==> src/rtl/mod_counter.sv <==
// mod_counter: modulo-MODULUS up/down counter with load, terminal count and wrap pulse.
// Defining GRAY_OUT_EN adds a Gray-coded view of the count.
module mod_counter #(
   parameter int WIDTH   = 4,
   parameter int MODULUS = 16
) (
   input  logic             clk,
   input  logic             rst,
   input  logic             en,
   input  logic             up,
   input  logic             load,
   input  logic [WIDTH-1:0] din,
   output logic [WIDTH-1:0] count,
   output logic             tc,
   output logic             wrap
`ifdef GRAY_OUT_EN
   ,
   output logic [WIDTH-1:0] gray
`endif
);
   localparam logic [WIDTH-1:0] MAX = WIDTH'(MODULUS - 1);
   logic [WIDTH-1:0] next_count;
   logic             next_wrap;
   logic             at_max, at_zero;
   assign at_max  = count == MAX;
   assign at_zero = count == '0;
   assign tc      = up ? at_max : at_zero;
   // Boundary compares select the wrapped value, so +1 never passes MAX.
   always_comb begin
      next_count = count;
      next_wrap  = 1'b0;
      if (load) begin
         next_count = din > MAX ? MAX : din;
      end else if (en) begin
         next_count = up ? (at_max ? '0 : count + 1'b1) : (at_zero ? MAX : count - 1'b1);
         next_wrap  = up ? at_max : at_zero;
      end
   end
   always_ff @(posedge clk) begin
      if (rst) begin
         count <= '0;
         wrap  <= 1'b0;
      end else begin
         count <= next_count;
         wrap  <= next_wrap;
      end
   end
`ifdef GRAY_OUT_EN
   assign gray = count ^ (count >> 1);
`endif
endmodule

==> config.mk <==
export PLATFORM = sky130hd
export DESIGN_NAME = mod_counter
export DESIGN_NICKNAME = d
export VERILOG_FILES = /design/src/rtl/mod_counter.sv
export SDC_FILE = /design/constraint.sdc
export NUM_CORES = 1
export LEC_CHECK = 0
export CAP_MARGIN = 20
export CORE_AREA = 2 2 39 41
export DETAILED_ROUTE_END_ITERATION = 12
export DIE_AREA = 0 0 41 43
export SLEW_MARGIN = 10
export SYNTH_ARGS = -nofsm -noshare
export SYNTH_HDL_FRONTEND = slang
export SYNTH_SLANG_ARGS = --single-unit
==> constraint.sdc <==
create_clock -name clk -period 1.68 [get_ports clk]
set_input_delay 0.336 -clock clk [delete_from_list [all_inputs] [get_ports clk]]
set_output_delay 0.336 -clock clk [all_outputs]
set_load 0.01 [all_outputs]
==> summary.md, run 1 <==
| Metric | Value |
|---|---|
| Status | `finished clean` |
| Max IR drop VDD | `411 µV` |
| Hold endpoint | `wrap$_SDFF_PP0_` |
| CP Class | `register to output port` |
| Final total negative setup slack | `0 ns` |
| Setup violations, final | `0` |
| First-pass GRT wire length | `1350 µm` |
| TritonCTS clock tree | `yes` |
| Initial Util | `25.5%` |
| Final Util | `45.5%` |
| Placed Area | `569 µm²` |
| Total Power | `0.422 mW` |
| Layout area overhead | `78.4%` |
| Max Cap Viol | `0` |
| Hold Buf Count CTS | `0` |
| Max Slew Vio Count | `0` |
| CP required | `1.34 ns` |
| Initial DRT Pass Iterations | `1` |
| Routed Antenna Nets | `0` |
| Die area | `1760 µm²` |
| TritonCTS buffer count | `3` |
| Most frequent cells in the layout | `clkdlybuf4s50_1, buf_4, a21oi_1` |
| Clock Root Buffer | `clkbuf_4` |
| Power Dens Cells | `670 nW/µm²` |
| Synthesis Warnings | `0` |
| Synth cell types | `26` |
| Die height | `43 µm` |
| R2R cell count | `4` |
| Hold Fails Final Rpt | `0` |
| Post-route design area | `629 µm²` |
| FF-to-FF End | `count[3]$_SDFFE_PP0P_` |
| PortBufs | `14` |
| Min Tclk post-route | `1.63 ns` |
| Max frequency | `614 MHz` |
| Setup Buffers After CTS | `0` |
| Synthesized area | `353 µm²` |
| Ys flop type | `dfxtp_1` |
| Reg-to-reg startpoint | `count[0]$_SDFFE_PP0P_` |
| HPWL after detailed placement | `710 µm` |
| Nets | `80` |
| HP Start | `count[2]$_SDFFE_PP0P_` |
| Initial antenna violation count | `0` |
| R2r setup slk | `0.36 ns` |
| Vias in the first global route | `351` |
| Top-area cell type share of the netlist area | `28.4%` |
| Die X | `41 µm` |
| DR iter-0 viols | `0` |
| Number of flops mapped to enable cells by yosys | `0` |
| Worst setup EP type | `output port` |
| Clk buf depth | `2` |
| Routability cong. | `0.757` |
| Final period util | `96.9%` |
| FP Rows | `14` |
| Htree depth | `1` |
| WL/cell | `10.4 µm` |
| Slew headroom | `86.0%` |
| CP Launch Type | `register` |
| WHS Path Cells | `2` |
| IO Pins | `15` |
| Commonest non-fill, non-tap cell in the layout | `clkdlybuf4s50_1` |
| Clock latency on the worst-skew pair | `0.25 ns` |
| # DRC | `0` |
| Syn avg cell area | `8.40 µm²` |
| WP data arrival | `1.29 ns` |
| GRT Total Usage | `11.9%` |
| Clk_skew | `0.00245 ns` |
| RSZ-0062 raised after global routing | `no` |
| Clock sinks | `5` |
| Sequential-to-total area share from yosys stat | `28.4%` |
| CORE AREA | `1380 µm²` |
| Static leakage | `0.292 nW` |
| Share of cells above drive strength 1 | `30.9%` |
| Largest net degree at the start of global routing | `9` |
| DRT Wirelength | `871 µm` |
| Count of state elements after synthesis | `5` |
| DR vias/cell | `4.64` |
| GRT overflow | `0` |
| Syn Inst Count | `42` |
| Clock Pin Slew Worst Setup and Hold Paths | `0.04 ns` |
| FILL cells | `136` |
| Asr flop ratio synth | `0%` |
| Cell taking the most area after synthesis | `dfxtp_1` |
| Routed vias | `390` |
| Dominant cells by area after synthesis | `dfxtp_1, ha_1, a21oi_1` |
| Crit-path max FO | `5` |
| Post-Syn Nets | `53` |
| Worst Hold Class | `register to register` |
| Worst Tran Pin Value | `0.207 ns` |
| Diodes inserted | `0` |
## worst max-delay path by stage
stage	startpoint	endpoint	slack (ns)	cells after the start
floorplan	count[0]$_SDFFE_PP0P_	count[3]$_SDFFE_PP0P_	0.30	5
global placement	up	tc	-0.42	4
detailed placement	up	tc	-0.44	4
global route	count[2]$_SDFFE_PP0P_	count[2]	0.01	2
CTS	count[2]$_SDFFE_PP0P_	count[2]	0.01	2
finish	count[2]$_SDFFE_PP0P_	count[2]	0.05	2
## layout make-up
cell class	instances	area (µm²)	share of cell area (%)
Multi-Input combinational cell	33	254	40.4
Timing Repair Buffer	23	211	33.6
Sequential cell	5	106	16.9
Clock buffer	4	26.3	4.17
Tap cell	16	20.0	3.18
Inverter	3	11.3	1.79
## worst max-delay path, cell delays in order (launching register included)
cell and delay, ns:
dfxtp_2 0.37, buf_4 0.15, clkdlybuf4s50_1 0.53
## power by group
part	internal [mW]	leakage, nW	switching [mW]
sequential	0.128	0.0425	0.00985
combinational	0.0843	0.235	0.0566
clock	0.0900	0.0150	0.0525
## cells in the mapped netlist, types with 2 or more instances
master	number
nor2_1	3
nand2_1	3
ha_1	2
o21ai_0	2
inv_1	3
xnor2_1	2
dfxtp_1	5
a21oi_1	4
## through the flow
step / hold slack, ns / std cells / setup WS (ns)
global route: 0.644 / 84 / 0.00986
detailed placement: 0.678 / 80 / -0.436
CTS: 0.656 / 84 / 0.0119
floorplan: 0.408 / 42 / 0.302
global placement: 0.681 / 80 / -0.421
finish: 0.621 / 84 / 0.0523
## kinds of logic after synthesis
kind of cell	count (synthesis)	share of synthesized area [%]
xor+xnor	3	7.45
mux	1	2.84
buf+inv	4	6.38
compound gates	13	26.2
fa+ha+maj	2	7.09
simple gates	14	21.6
flops	5	28.4
## registers in the layout, indices dropped and copies added (netlist names)
signal / count
wrap: 1
count: 4
## metal layers
metal | track usage [%] | wire, µm | up-vias
met5 | 0 | 0 | -
met4 | 4.00 | 0 | 0
met3 | 7.85 | 66 | 0
met2 | 17.8 | 424 | 14
met1 | 12.9 | 380 | 173
li1 | - | - | 203
## repair_timing
action	4_1_cts	5_1_grt
pin swaps	0	1
endpoints found under the setup margin	1	3
resized for setup	6	9
Note: power is estimated with default switching activity, not from simulation.
==> run 2: changes to the inputs <==
CTS_BUF_LIST = sky130_fd_sc_hd__clkbuf_4   (was not set)
==> run 2 against run 1 <==
  * Final area is 0.60% higher
  * Sequential power hardly changed
  * Clock power is 11% higher
  * Via count is 0.51% higher
  * Register-to-register slack hardly changed
  * Clock-buffer cell count stayed put
  * Critical endpoint unchanged
  * Highest routed layer unchanged
==> summary.md, run 2 (same netlist as run 1, synthesis figures left out) <==
| Metric | Value |
|---|---|
| WP data arrival | `1.29 ns (about the same)` |
| Routability cong. | `0.757 (unchanged)` |
| Clock Root Buffer | `clkbuf_4` |
| TritonCTS clock tree | `yes` |
| Critical Path, Cell by Cell | `buf_4 -> clkdlybuf4s50_1` |
| Hold Buf Count CTS | `0 (unchanged)` |
| CP Launch Type | `register` |
| Most frequent cells in the layout | `clkdlybuf4s50_1, buf_4, a21oi_1, clkbuf_4` |
| GRT Total Usage | `12.4% (+0.50 points)` |
| Htree depth | `1 (unchanged)` |
| Die height | `43 µm (unchanged)` |
| CP Class | `register to output port` |
| TritonCTS buffer count | `3 (unchanged)` |
| FILL cells | `136 (unchanged)` |
| Clk_skew | `0.00232 ns (-0.000131 ns)` |
| Initial antenna violation count | `0 (unchanged)` |
| Max Slew Vio Count | `0 (unchanged)` |
| Die area | `1760 µm² (unchanged)` |
| Min Tclk post-route | `1.63 ns (+0.000000200 ns)` |
| Worst setup EP type | `output port` |
| Finished Layout Cells | `84 (unchanged)` |
| Count of buffer and inverter cells on the critical path | `2 (unchanged)` |
| CORE AREA | `1380 µm² (unchanged)` |
| Layout area overhead | `79.4%` |
| DR vias/cell | `4.67 (+0.51%)` |
| RSZ-0062 raised after global routing | `no` |
| Placed Area | `569 µm² (unchanged)` |
| CP required | `1.34 ns (about the same)` |
| # DRC | `0 (unchanged)` |
| First-pass GRT wire length | `1410 µm (+4.1%)` |
| Slew headroom | `86.0% (unchanged)` |
| HPWL after detailed placement | `710 µm (unchanged)` |
| Worst path max stage delay | `0.53 ns (about the same)` |
| Length of routed met3 wiring | `64 µm (-3.0%)` |
| Slowest cell on crit path | `clkdlybuf4s50_1` |
| Clock latency on the worst-skew pair | `0.25 ns (about the same)` |
| M1 WL | `382 µm (+0.53%)` |
| WL/cell | `10.6 µm (+2.2%)` |
| Static leakage | `0.296 nW (+1.2%)` |
| Setup violations, final | `0 (unchanged)` |
| Die X | `41 µm (unchanged)` |
| Post-route design area | `633 µm² (+0.60%)` |
| GRT overflow | `0 (unchanged)` |
| DR iter-0 viols | `0 (unchanged)` |
| Worst Tran Pin Value | `0.207 ns (unchanged)` |
| Share of cells above drive strength 1 | `32.4% (+1.5 points)` |
| Largest Register | `count` |
| IO Pins | `15 (unchanged)` |
| Diodes inserted | `0 (unchanged)` |
| Largest net degree at the start of global routing | `9 (unchanged)` |
| Top Family by Delay on Critical Path | `buffers and inverters` |
| Setup WS pre-CTS | `-0.436 ns (unchanged)` |
| Vias in the first global route | `363 (+3.4%)` |
| Commonest non-fill, non-tap cell in the layout | `clkdlybuf4s50_1` |
| Clock sinks | `5 (unchanged)` |
| Power Dens Cells | `691 nW/µm² (+3.2%)` |
| DR WL met2 | `444 µm (+4.7%)` |
| Final worst slack | `0.0523 ns (-0.000000200 ns)` |
| PortBufs | `14 (unchanged)` |
| Largest regs | `count x4, wrap x1` |
| Clk buf depth | `2 (unchanged)` |
| Max IR drop VDD | `410 µV (-0.11%)` |
| Final total negative setup slack | `0 ns (unchanged)` |
| Routed Antenna Nets | `0 (unchanged)` |
| Max Cap Viol | `0 (unchanged)` |
| Max reg flops | `4 (unchanged)` |
| DRT Wirelength | `890 µm (+2.2%)` |
| Routed vias | `392 (+0.51%)` |
| Nets | `80 (unchanged)` |
| Status | `finished clean` |
| Clock Pin Slew Worst Setup and Hold Paths | `0.04 ns (about the same)` |
| Crit-path max FO | `5 (unchanged)` |
| Max frequency | `614 MHz (unchanged)` |
| FP Rows | `14 (unchanged)` |
| Initial DRT Pass Iterations | `1 (unchanged)` |
| Uppermost layer routed | `met3` |
| Worst Hold Class | `register to register` |
| Final period util | `96.9% (about the same)` |
| Hold Fails Final Rpt | `0 (unchanged)` |
| Placed Cells | `80 (unchanged)` |
| Initial Util | `25.5% (unchanged)` |
## run 2: changes by cell type in the layout (fill, tap and decap cells not counted)
| cell | change |
|---|---|
| clkbuf_1 | -1 |
| clkbuf_4 | +1 |
## run 2: report_power, final
part	total, mW	leakage [nW]	switching [mW]	internal [mW]
Sequential	0.138	0.0425	0.00985	0.128
Combinational	0.141	0.235	0.0568	0.0843
Clock	0.158	0.0184	0.0524	0.106
Total	0.438	0.296	0.119	0.319
## run 2: per-stage QoR
stage | utilization [%] | hold slack [ns] | power [mW]
floorplan | - | 0.408 | 0.200
global placement | 41.1 | 0.681 | 0.272
detailed placement | 41.1 | 0.678 | 0.273
CTS | 43.4 | 0.656 | 0.438
global route | 45.8 | 0.644 | 0.465
finish | 45.8 | 0.621 | 0.438
## run 2: tightest hold or removal path, stage by stage, from the launching register on
cell     delay (ns)
dfxtp_2        0.37
o31ai_4        0.06
and2b_1        0.14
## run 2: worst paths after layout
kind | from | endpoint | slack (ns) | cells after the start
max | count[2]$_SDFFE_PP0P_ | count[2] | 0.05 | 2
min | count[2]$_SDFFE_PP0P_ | wrap$_SDFF_PP0_ | 0.62 | 2
max reg2reg | count[0]$_SDFFE_PP0P_ | count[3]$_SDFFE_PP0P_ | 0.36 | 4
min reg2reg | count[2]$_SDFFE_PP0P_ | wrap$_SDFF_PP0_ | 0.62 | 2
## run 2: area by class of cell
type,instances,area (µm²),share of cell area [%]
multi-input cells,33,254,40.1
flip-flops and latches,5,106,16.8
clock buffers,4,30.0,4.74
well taps,16,20.0,3.16
repair buffers,23,211,33.4
inverters,3,11.3,1.78
## run 2: routing by layer
layer | up-vias | track usage, %
met2 | 14 | 19.1
met1 | 175 | 13.2
met3 | 0 | 7.85
met4 | 0 | 4.00
met5 | - | 0
li1 | 203 | -
## run 2: what timing repair did
| action | CTS | global route |
|---|---|---|
| setup buffers | 0 | 0 |
| setup endpoints to repair | 1 | 3 |
| gates resized for setup | 6 | 9 |
| pin swaps | 0 | 1 |
